`config.mk`:
```
export PLATFORM = sky130hd
export DESIGN_NAME = parking_lot_multi_entry
export DESIGN_NICKNAME = d
export VERILOG_FILES = /design/src/rtl/parking_pkg.sv /design/src/rtl/parking_entry_fsm.sv /design/src/rtl/parking_lot_multi_entry.sv
export SDC_FILE = /design/constraint.sdc
export NUM_CORES = 1
export LEC_CHECK = 0
export BUFFER_PORTS_ARGS = -buffer_cell sky130_fd_sc_hd__buf_2
export CAP_MARGIN = 30
export CORE_MARGIN = 1.5
export CORE_UTILIZATION = 54
export CTS_CLUSTER_SIZE = 28
export DETAILED_ROUTE_END_ITERATION = 16
export MAX_ROUTING_LAYER = met4
export PLACE_DENSITY = 0.79
export SLEW_MARGIN = 20
export SYNTH_ARGS = -nofsm -noshare
export SYNTH_HDL_FRONTEND = slang
export SYNTH_HIERARCHICAL = 1
export SYNTH_SLANG_ARGS = --single-unit
```
`constraint.sdc`:
```
create_clock -name clk -period 4.2 [get_ports clk]
set_clock_uncertainty 0.1 [all_clocks]
set_input_delay 0.63 -clock clk [delete_from_list [all_inputs] [get_ports clk]]
set_output_delay 0.63 -clock clk [all_outputs]
set_load 0.02 [all_outputs]
```
`src/rtl/parking_pkg.sv`:
```
// Shared types and helpers for the multi-gate parking lot occupancy tracker.
package parking_pkg;

    typedef enum logic [2:0] {
        IDLE = 3'd0,
        E1   = 3'd1,
        E2   = 3'd2,
        E3   = 3'd3,
        L1   = 3'd4,
        L2   = 3'd5,
        L3   = 3'd6,
        ERR  = 3'd7
    } state_t;

    localparam int unsigned MAX_GATES = 32;
    localparam int unsigned POP_W     = 6;

    // Number of set bits in a gate-pulse vector, zero-extended to MAX_GATES.
    function automatic logic [POP_W-1:0] popcount(input logic [MAX_GATES-1:0] v);
        logic [POP_W-1:0] n;
        n = '0;
        for (int i = 0; i < MAX_GATES; i++) begin
            n = n + POP_W'(v[i]);
        end
        return n;
    endfunction

endpackage

```
`src/rtl/parking_entry_fsm.sv`:
```
// Per-gate beam-sensor decoder: turns the a/b blocking order into entry/exit pulses.
module parking_entry_fsm
    import parking_pkg::*;
(
    input  logic clk,
    input  logic rst,
    input  logic a,
    input  logic b,
    output logic in,
    output logic out,
    output logic err
);

    state_t state, state_nxt;
    logic   in_nxt, out_nxt;

    always_ff @(posedge clk) begin
        if (rst) begin
            state <= IDLE;
            in    <= 1'b0;
            out   <= 1'b0;
            err   <= 1'b0;
        end else begin
            state <= state_nxt;
            in    <= in_nxt;
            out   <= out_nxt;
            err   <= (state_nxt == ERR);
        end
    end

    // Any sensor pattern not explicitly accepted falls through to ERR.
    always_comb begin
        state_nxt = ERR;
        in_nxt    = 1'b0;
        out_nxt   = 1'b0;
        case (state)
            IDLE: case ({a, b})
                2'b00:   state_nxt = IDLE;
                2'b10:   state_nxt = E1;
                2'b01:   state_nxt = L1;
                default: state_nxt = ERR;
            endcase
            E1: case ({a, b})
                2'b10:   state_nxt = E1;
                2'b11:   state_nxt = E2;
                2'b00:   state_nxt = IDLE;
                default: state_nxt = ERR;
            endcase
            E2: case ({a, b})
                2'b11:   state_nxt = E2;
                2'b01:   state_nxt = E3;
                2'b10:   state_nxt = E1;
                default: state_nxt = ERR;
            endcase
            E3: case ({a, b})
                2'b01:   state_nxt = E3;
                2'b00: begin
                    state_nxt = IDLE;
                    in_nxt    = 1'b1;
                end
                2'b11:   state_nxt = E2;
                default: state_nxt = ERR;
            endcase
            L1: case ({a, b})
                2'b01:   state_nxt = L1;
                2'b11:   state_nxt = L2;
                2'b00:   state_nxt = IDLE;
                default: state_nxt = ERR;
            endcase
            L2: case ({a, b})
                2'b11:   state_nxt = L2;
                2'b10:   state_nxt = L3;
                2'b01:   state_nxt = L1;
                default: state_nxt = ERR;
            endcase
            L3: case ({a, b})
                2'b10:   state_nxt = L3;
                2'b00: begin
                    state_nxt = IDLE;
                    out_nxt   = 1'b1;
                end
                2'b11:   state_nxt = L2;
                default: state_nxt = ERR;
            endcase
            ERR:     state_nxt = ({a, b} == 2'b00) ? IDLE : ERR;
            default: state_nxt = ERR;
        endcase
    end

endmodule

```
`src/rtl/parking_lot_multi_entry.sv`:
```
// Lot occupancy tracker: per-gate decoders feeding a shared saturating counter.
module parking_lot_multi_entry
    import parking_pkg::*;
#(
    parameter  int unsigned N_ENTRY  = 4,
    parameter  int unsigned CAPACITY = 64,
    localparam int unsigned CNT_W    = $clog2(CAPACITY + 1)
) (
    input  logic               clk,
    input  logic               rst,
    input  logic [N_ENTRY-1:0] a,
    input  logic [N_ENTRY-1:0] b,
    input  logic               clr_flags,
    output logic [N_ENTRY-1:0] in,
    output logic [N_ENTRY-1:0] out,
    output logic [N_ENTRY-1:0] err_vec,
    output logic [CNT_W-1:0]   count,
    output logic               full,
    output logic               empty,
    output logic               overflow,
    output logic               underflow,
    output logic               error
);

    localparam int unsigned SUM_W = CNT_W + 2;

    logic signed [SUM_W-1:0] delta;
    logic signed [SUM_W-1:0] sum;
    logic                    sat_hi;
    logic                    sat_lo;

    for (genvar g = 0; g < N_ENTRY; g++) begin : g_gate
        parking_entry_fsm u_fsm (
            .clk (clk),
            .rst (rst),
            .a   (a[g]),
            .b   (b[g]),
            .in  (in[g]),
            .out (out[g]),
            .err (err_vec[g])
        );
    end

    // Entries and exits on different gates in the same cycle net out here.
    always_comb begin
        delta  = $signed(SUM_W'(popcount(MAX_GATES'(in))))
               - $signed(SUM_W'(popcount(MAX_GATES'(out))));
        sum    = $signed(SUM_W'(count)) + delta;
        sat_hi = (sum > $signed(SUM_W'(CAPACITY)));
        sat_lo = (sum < $signed(SUM_W'(0)));
    end

    // A fresh saturation outranks a clear arriving in the same cycle.
    always_ff @(posedge clk) begin
        if (rst) begin
            count     <= '0;
            overflow  <= 1'b0;
            underflow <= 1'b0;
        end else begin
            if (sat_hi) begin
                count <= CNT_W'(CAPACITY);
            end else if (sat_lo) begin
                count <= '0;
            end else begin
                count <= CNT_W'(sum);
            end
            overflow  <= sat_hi | (overflow & ~clr_flags);
            underflow <= sat_lo | (underflow & ~clr_flags);
        end
    end

    assign full  = (count == CNT_W'(CAPACITY));
    assign empty = (count == '0);
    assign error = (|err_vec) | overflow | underflow;

endmodule

```
==> results of run 1 <==
## final timing paths
| kind | end | cells past startpoint |
|---|---|---|
| worst min register to register | underflow$_SDFF_PP0_ | 2 |
| worst max-delay path | count[3]$_SDFF_PP0_ | 18 |
| worst max register to register | count[3]$_SDFF_PP0_ | 18 |
| worst min-delay path | underflow$_SDFF_PP0_ | 2 |
## cell type report
| type | instances | area share (%) |
|---|---|---|
| Sequential cell | 33 | 19.6 |
| Inverter | 32 | 3.51 |
| Clock inverter | 3 | 0.366 |
| Timing Repair Buffer | 50 | 8.49 |
| Clock buffer | 5 | 2.01 |
| Multi-Input combinational cell | 253 | 63.5 |
| Tap cell | 70 | 2.56 |
## per-layer routing
layer  wire [um]  track usage [%]  vias to the layer above
met4         119             7.78                        0
met2        3120             35.4                       64
met1        2770             27.3                     1140
li1            -                -                     1217
met5           0                -                        -
met3         276             4.17                       21
## logic make-up (layout without fill, tap and decap cells)
group,Yosys count,after routing,synth area share [%]
AND/OR/NAND/NOR,143,143,30.6
AO/OA/AOI/OAI,59,59,16.1
buffers and inverters,46,90,8.14
adder cells (fa/ha/maj),42,42,19.3
flip-flops,33,33,22.4
XOR/XNOR,5,5,2.12
multiplexers,4,4,1.36
## registers in the layout, indices dropped and copies added (netlist names)
signal / count
g_gate.u_fsm/err: 4
g_gate.u_fsm/state: 12
overflow: 1
g_gate.u_fsm/in: 4
underflow: 1
count: 7
g_gate.u_fsm/out: 4
## worst max-delay path: stages, from the launching register on
cell and delay (ps):
dfxtp_4 350, inv_2 30, fa_1 520, inv_1 50, fa_1 440, fa_1 500
inv_2 40, ha_4 160, fa_2 340, inv_1 70, ha_1 230, inv_2 70
ha_4 220, a21oi_4 200, a211oi_4 110, or3_4 400, a2111oi_4 360, or3_4 200
and4_1 170
## through the flow
stage                     area [sq um]  total power [uW]  util (%)
after floorplan                   3010              1070         -
after global placement            3260              1200      62.7
after detailed placement          3260              1220      62.7
after CTS                         3360              1450      64.5
after global routing              3420              1580      65.7
final                             3420              1480      65.7
## power breakdown
group	total (uW)	internal [uW]	switching, uW	leakage, uW
Clock	225	111	114	0.0000430
Sequential	515	371	144	0.000272
Combinational	739	361	378	0.00114
## cell usage after synthesis, drive strengths merged (3+ instances only)
cell type	count	area, sq um
or2	5	31.3
or2b	4	30.0
mux2i	4	40.0
xnor2	3	45.1
nor2b	20	135
nor4	7	68.8
nand3b	6	45.0
dfxtp	33	661
ha	36	450
nor2	33	154
nor3b	8	60.1
inv	32	120
and2	4	35.0
nand2	20	75.1
a2bb2oi	4	35.0
o21ai	15	78.8
nand2b	10	62.6
a21oi	21	105
nor3	9	45.0
fa	6	120
nor4b	8	95.1
o22ai	4	25.0
a2111oi	5	138
buf	13	116
## timing repair
item,CTS,global route
pin swaps,2,4
gates resized for setup,2,11
setup buffers,0,1
endpoints found under the setup margin,8,9
gates cloned,0,0
==> run summary, run 1 <==
die footprint: 5920 sq um
H-tree Lvls: 2
dpl hpwl: 4.61 mm
root buf cell: clkbuf_8
commonest cells after routing, fill and taps aside: ha_1, buf_2, dfxtp_1
IO Count: 35
P_leak: 0.00145 uW
Synth Instances: 332
maximum clock frequency: 0.217 GHz
Hold WC Path Type: reg -> reg
Placed Instances: 437
fin nets: 428
FF/Latch Area: 669 sq um
TritonCTS clock tree: yes
CTS Sinks: 33
Multi-input gate area: 2170 sq um
Setup crit start: g_gate[1].u_fsm/out$_SDFF_PP0_
Setup TNS: -2910 ps
Rel. slew slack: 67.2%
crit path kind: reg -> reg
Synth Register Bits: 33
GRT Residual Overflow: 0
final cell count without fillers: 446
CTS Hold Bufs: 0
mapped cell area: 2950 sq um
max_cap viols: 0
Synth cell types: 50
Clock Latency Late Sink: 290 ps
Residual DRC: 0
pre-CTS setup slack: -339 ps
DR vias/cell: 5.48
EDFF count, synth: 0
core area: 5200 sq um
Routed WL: 6.28 mm
asr flop ratio synth: 0%
first-pass GRT wire length: 10.2 mm
Critical Path RT: 4330 ps
CTS clk-pin slew, worst paths: 70 ps
CTS buffer count: 5
layout cells sized above 1: 30.1%
final setup vio count: 8
Routability Congestion: 0.888
vias in the first global route: 2246
Total Routing Usage GR: 21.9%
PD cells: 433 nW/um^2
Fin. Hold Viols: 0
post-route worst setup slack: -419 ps
DR iter-0 viols: 83
period utilisation layout: 110%
Peak VDD IR: 0.281 mV
crit path DAT: 4750 ps
Fillers: 458
measured slew at the worst slew-check pin: 491 ps
antenna cells: 0
Die W: 76.9 um
syn_area_per_cell: 8.89 sq um
RSZ-0062 raised after global routing: true
status: finished with violations
failing checks: negative setup slack
num rows: 26
final antenna-violating net count: 0
hold_sp: underflow$_SDFF_PP0_
Vias: 2442
worst hold slack: 384 ps
r2r startpoint: g_gate[1].u_fsm/out$_SDFF_PP0_
drt pass-1 iters: 4
die outline height: 76.9 um
crit end category: register
Starting Density: 56.7%
Post-Synthesis Net Count: 385
R2R Setup Slk: -420 ps
count of input and output buffers: 34
Wirelength per Cell: 14.1 um
sequential share of the synthesized area: 22.4%
ys flop type: dfxtp_1
Tmin final: 4620 ps
Final Max Tran Viols: 0
Critical Path Source Type: register
Synth-to-Final Area Change: 15.8%
crit path max fanout: 4
yosys warns: 6
largest net degree at the start of global routing: 24
maximum clock path buffer count: 2
initial antenna violation count: 0
No activity file was read; power rests on OpenSTA's default activity.
==> inputs of run 2 (changes only) <==
- CORE_UTILIZATION: 54 -> 53
- PLACE_DENSITY: 0.79 -> 0.78
- SYNTH_HIERARCHICAL: 1 -> default
==> run 2 against run 1 <==
Against the previous run: the run still ends with negative setup slack left; fmax shrank 0.11%; hold slack gained 64 ps; flip-flop and latch count is the same; power grew 31%; synthesized area shrank 5.4%; critical endpoint is now overflow$_SDFF_PP0_; highest routed layer unchanged.
==> run summary, run 2 <==
GRT Residual Overflow: 0
Starting Density: 54.7%
FF/Latch Area: 662 sq um
post-synth top area share: 23.7%
leading cell type in the layout, fill and taps excluded: nor2_1
measured slew at the worst slew-check pin: 497 ps
Tmin final: 4620 ps
slowest stage delay, CP: 520 ps
Critical Path RT: 4310 ps
sequential power share: 29.9%
final setup vio count: 9
Hold WC Path Type: reg -> reg
period utilisation layout: 110%
Fillers: 429
Post-synth top cells: nor2_1, inv_1, dfxtp_1
post-route worst setup slack: -424 ps
logic gate share of total power: 53.7%
Die W: 75.6 um
top flop regs: g_gate.u_fsm.state: 12 flops, count: 7 flops
crit path DAT: 4740 ps
antenna cells: 0
largest net degree at the start of global routing: 21
max_cap viols: 0
die outline height: 75.6 um
mapped cell area: 2790 sq um
slowest cell on the critical path: fa_1
sequential share of the synthesized area: 23.7%
Worst path most repeated cell: fa_1
H-tree Lvls: 2
Core Util, Final: 64.2%
commonest cells after routing, fill and taps aside: nor2_1, buf_2, inv_1, dfxtp_1, ha_1
die footprint: 5710 sq um
EDFF count, synth: 0
Yosys top cell by area: dfxtp_1
crit path max fanout: 6
Peak VDD IR: 0.321 mV
crit end category: register
worst path cell trace: inv_2 -> fa_1 -> inv_1 -> fa_1 -> fa_1 -> inv_1 -> ha_2 -> fa_1 -> inv_2 -> ha_1 -> buf_4 -> buf_4 -> nor3b_1 -> o21ai_0 -> a31oi_2 -> nor4_4 -> o311a_1 -> a211oi_2
sw frac: 45.4%
CP Buf/Inv Count: 6
top post-synthesis cells by area: dfxtp_1, ha_1, nor2_1
initial antenna violation count: 0
Largest Register: g_gate.u_fsm.state
count of input and output buffers: 34
CTS clk-pin slew, worst paths: 70 ps
DR iter-0 viols: 159
num rows: 26
layout cells sized above 1: 26.2%
CTS Sinks: 33
Synth cell types: 63
Rel. slew slack: 66.0%
Synth Instances: 345
CTS Hold Bufs: 0
Synth-to-Final Area Change: 17.4%
Critical Path Source Type: register
ys flop type: dfxtp_1
yosys warns: 0
crit path kind: reg -> reg
status: finished with violations
PD cells: 592 nW/um^2
cell internal pwr: 1060 uW
failing checks: negative setup slack
IO Count: 35
dominant cell by count in the synthesized netlist: nor2_1
Synth Register Bits: 33
RSZ-0062 raised after global routing: true
final antenna-violating net count: 0
pre-CTS setup slack: -386 ps
switching power total: 881 uW
vias in the first global route: 2279
Design Power: 1940 uW
Multi-input gate area: 1910 sq um
DR vias/cell: 5.61
Clock Latency Late Sink: 290 ps
drt pass-1 iters: 6
TritonCTS clock tree: yes
Clock power frac: 16.4%
Wirelength per Cell: 14.2 um
Vias: 2534
maximum clock path buffer count: 2
dpl hpwl: 4.54 mm
syn_area_per_cell: 8.09 sq um
maximum clock frequency: 0.216 GHz
Residual DRC: 0
Fin. Hold Viols: 0
root buf cell: clkbuf_8
Routability Congestion: 0.856
core area: 5110 sq um
worst hold slack: 448 ps
Final Max Tran Viols: 0
max reg flops: 12
CTS buffer count: 5
fin nets: 426
asr flop ratio synth: 0%
Routed WL: 6.41 mm
P_leak: 0.00146 uW
first-pass GRT wire length: 10.1 mm
Post-Synthesis Net Count: 390
delay-heaviest family, CP: adder cells
Total Routing Usage GR: 23.8%
-- run 2: changes by cell type after synthesis, moves of 7 or more --
cell | previous run | this run
nor2b_1 | 16 | 4
nor2_1 | 29 | 40
o21ai_0 | 6 | 16
clkbuf_1 | 1 | 10
ha_1 | 36 | 28
o21ai_1 | 8 | 0
a21oi_1 | 21 | 14
-- run 2: area by class of cell --
type	count	area share (%)
flip-flops and latches	33	20.2
repair buffers	59	11.0
clock buffers	6	2.52
multi-input cells	245	58.1
clock inverters	2	1.14
well taps	70	2.67
inverters	37	4.31
-- run 2: logic make-up (layout without fill, tap and decap cells) --
family                   after synthesis  in the layout  share of synthesized area, %
AND/OR/NAND/NOR                      124            124                          23.3
AO/OA/AOI/OAI                         74             74                          19.2
buffers and inverters                 67            104                          12.1
adder cells (fa/ha/maj)               34             34                          16.8
flip-flops                            33             33                          23.7
multiplexers                           8              8                          3.00
XOR/XNOR                               5              5                          1.84
-- run 2: metrics by stage --
stage,setup TNS [ps],instance area [sq um],cells
finish,-2630,3280,452
global route,-4550,3280,452
CTS,-2370,3230,450
detailed placement,-2940,3050,438
global placement,-1920,3050,438
floorplan,-507,2850,345
-- run 2: timing repair --
action | in CTS | in global routing
cloned | 0 | 0
pin swaps | 9 | 10
endpoints found under the setup margin | 9 | 9
setup buffers | 5 | 2
resized for setup | 7 | 8
-- run 2: worst reg2reg max path, stage by stage (launching register included) --
cell,delay (ps)
dfxtp_2,340
inv_2,40
fa_1,520
inv_1,50
fa_1,440
fa_1,480
inv_1,40
ha_2,170
fa_1,370
inv_2,70
ha_1,140
buf_4,170
buf_4,140
nor3b_1,260
o21ai_0,190
a31oi_2,350
nor4_4,120
o311a_1,380
a211oi_2,180
-- run 2: final timing paths --
check,startpoint,slack [ps],depth (start not counted),end
worst min register to register,overflow$_SDFF_PP0_,450,2,overflow$_SDFF_PP0_
worst max register to register,g_gate[1].u_fsm.out$_SDFF_PP0_,-420,18,overflow$_SDFF_PP0_
worst max-delay path,g_gate[1].u_fsm.out$_SDFF_PP0_,-420,18,overflow$_SDFF_PP0_
worst min-delay path,overflow$_SDFF_PP0_,450,2,overflow$_SDFF_PP0_
-- run 2: power groups by stage --
| stage | registers, uW | clock network (uW) | logic (uW) |
|---|---|---|---|
| 2_1_floorplan | 493 | 0 | 810 |
| 3_3_place_gp | 577 | 0 | 929 |
| 3_5_place_dp | 581 | 0 | 945 |
| 4_1_cts | 578 | 321 | 964 |
| 5_1_grt | 604 | 333 | 1150 |
| 6_report | 581 | 319 | 1040 |
-- run 2: per-layer routing --
metal | share of wire (%) | vias up | global-route usage, % | wire length [um]
met2 | 49 | 66 | 38.5 | 3140
met3 | 4.4 | 13 | 3.97 | 281
met4 | 1.7 | 0 | 8.33 | 107
met5 | 0 | - | - | 0
met1 | 45 | 1209 | 30.1 | 2880
li1 | - | 1246 | - | -
==> inputs of run 3 (changes only) <==
- CORE_UTILIZATION: 53 -> 59
- PLACE_DENSITY: 0.78 -> 0.82
- clock period: 4.2 -> 5.3 ns (I/O delays scaled with it)
==> run 3 against run 2 <==
Against the previous run: the flow now finishes without violations; worst setup slack better by 870 ps; fmax down 4.7%; first-iteration DRC count up 32%; wire length down 12%; power down 29%; combinational power down 34%; register-to-register slack better by 870 ps; hold slack worse by 11 ps; clock-buffer cell count down 1; critical path depth unchanged; non-clock buffer count down 24; global-route usage about the same; critical path type unchanged.
==> run summary, run 3 (synthesis gave the netlist of run 2 again) <==
commonest cells after routing, fill and taps aside: nor2_1, inv_1, buf_2
CTS buffer count: 5
DR vias/cell: 5.76
Peak VDD IR: 0.229 mV
Routed WL: 5.62 mm
TritonCTS clock tree: yes
IO Count: 35
initial antenna violation count: 0
Hold WC Path Type: reg -> reg
Critical Path RT: 5420 ps
drt pass-1 iters: 6
crit path DAT: 4970 ps
root buf cell: clkbuf_8
slowest stage delay, CP: 530 ps
crit path max fanout: 4
CP Buf/Inv Count: 5
crit end category: register
CTS clk-pin slew, worst paths: 70 ps
final antenna-violating net count: 0
Die W: 71.8 um
slowest cell on the critical path: fa_1
maximum clock path buffer count: 2
Wirelength per Cell: 13.7 um
maximum clock frequency: 0.206 GHz
GRT Residual Overflow: 0
leading cell type in the layout, fill and taps excluded: nor2_1
Routability Congestion: 0.921
Rel. slew slack: 57.5%
Vias: 2360
count of input and output buffers: 34
post-route worst setup slack: 448 ps
measured slew at the worst slew-check pin: 632 ps
largest net degree at the start of global routing: 21
die footprint: 5160 sq um
Residual DRC: 0
die outline height: 71.8 um
vias in the first global route: 2210
Final Max Tran Viols: 0
DR iter-0 viols: 210
max_cap viols: 0
max reg flops: 12
Critical Path Source Type: register
CTS Sinks: 33
crit path kind: reg -> reg
status: finished clean
Starting Density: 62.8%
H-tree Lvls: 2
fin area: 2950 sq um
pre-CTS setup slack: 456 ps
Total Routing Usage GR: 23.8%
first-pass GRT wire length: 9.61 mm
final cell count without fillers: 410
antenna cells: 0
Synth-to-Final Area Change: 5.78%
PD cells: 467 nW/um^2
period utilisation layout: 91.6%
post-cts sizing count: 0
num rows: 24
top flop regs: g_gate.u_fsm.state: 12 flops, count: 7 flops
Fillers: 383
P_leak: 0.00130 uW
dpl hpwl: 4.35 mm
Fin. Hold Viols: 0
Largest Register: g_gate.u_fsm.state
layout cells sized above 1: 15.9%
Setup TNS: 0 ps
fin nets: 402
Worst path most repeated cell: inv_1
Tmin final: 4850 ps
Setup Buffers After CTS: 0
worst path cell trace: inv_1 -> fa_1 -> inv_1 -> fa_1 -> fa_1 -> inv_1 -> ha_1 -> fa_1 -> inv_1 -> ha_1 -> inv_1 -> ha_1 -> a21oi_1 -> a211o_1 -> a21oi_1 -> xnor2_1 -> o311ai_1 -> nor2b_1
core area: 4440 sq um
RSZ-0062 raised after global routing: false
Design Power: 1380 uW
Post-DP Area: 2840 sq um
Placed Instances: 402
final setup vio count: 0
CTS Hold Bufs: 0
delay-heaviest family, CP: adder cells
Clock Latency Late Sink: 280 ps
-- run 3: per-layer routing --
metal | part of all wire, % | global-route usage, % | vias to the layer above
met5 | 0 | - | -
met4 | 1.0 | 6.71 | 0
met3 | 4.0 | 5.06 | 7
met2 | 50 | 39.0 | 49
met1 | 45 | 29.7 | 1100
li1 | - | - | 1204
-- run 3: worst paths after layout --
path / startpoint / end / slack [ps] / cells after the start
max: g_gate[1].u_fsm.out$_SDFF_PP0_ / count[4]$_SDFF_PP0_ / 450 / 18
min: underflow$_SDFF_PP0_ / underflow$_SDFF_PP0_ / 440 / 2
min reg2reg: underflow$_SDFF_PP0_ / underflow$_SDFF_PP0_ / 440 / 2
max reg2reg: g_gate[1].u_fsm.out$_SDFF_PP0_ / count[4]$_SDFF_PP0_ / 450 / 18
-- run 3: layout make-up --
cell class                 count  area [sq um]  area share [%]
inverter                      37           141            4.79
clock buffer                   5          68.8            2.33
sequential                    33           661            22.4
tap                           52          65.1            2.20
clock inverter                 3          46.3            1.57
multi-input combinational    245          1790            60.7
timing repair buffer          35           178            6.01
-- run 3: metrics by stage --
step                util [%]  hold slack, ps
floorplan                  -             401
global placement        63.9             425
detailed placement      63.9             427
CTS                     66.5             444
global route            66.5             469
finish                  66.5             437
-- run 3: worst register-to-register path, cell delays in order (launching register included) --
cell and delay (ps):
dfxtp_1 320, inv_1 60, fa_1 530, inv_1 50
fa_1 470, fa_1 490, inv_1 40, ha_1 190
fa_1 360, inv_1 90, ha_1 230, inv_1 60
ha_1 270, a21oi_1 430, a211o_1 260, a21oi_1 100
xnor2_1 330, o311ai_1 250, nor2b_1 170
-- run 3: power breakdown --
part | leakage, uW | internal, uW | switching, uW | total (uW)
sequential | 0.000270 | 315 | 140 | 455
clock | 0.0000543 | 141 | 94.8 | 235
combinational | 0.000978 | 299 | 389 | 689
total | 0.00130 | 755 | 624 | 1380
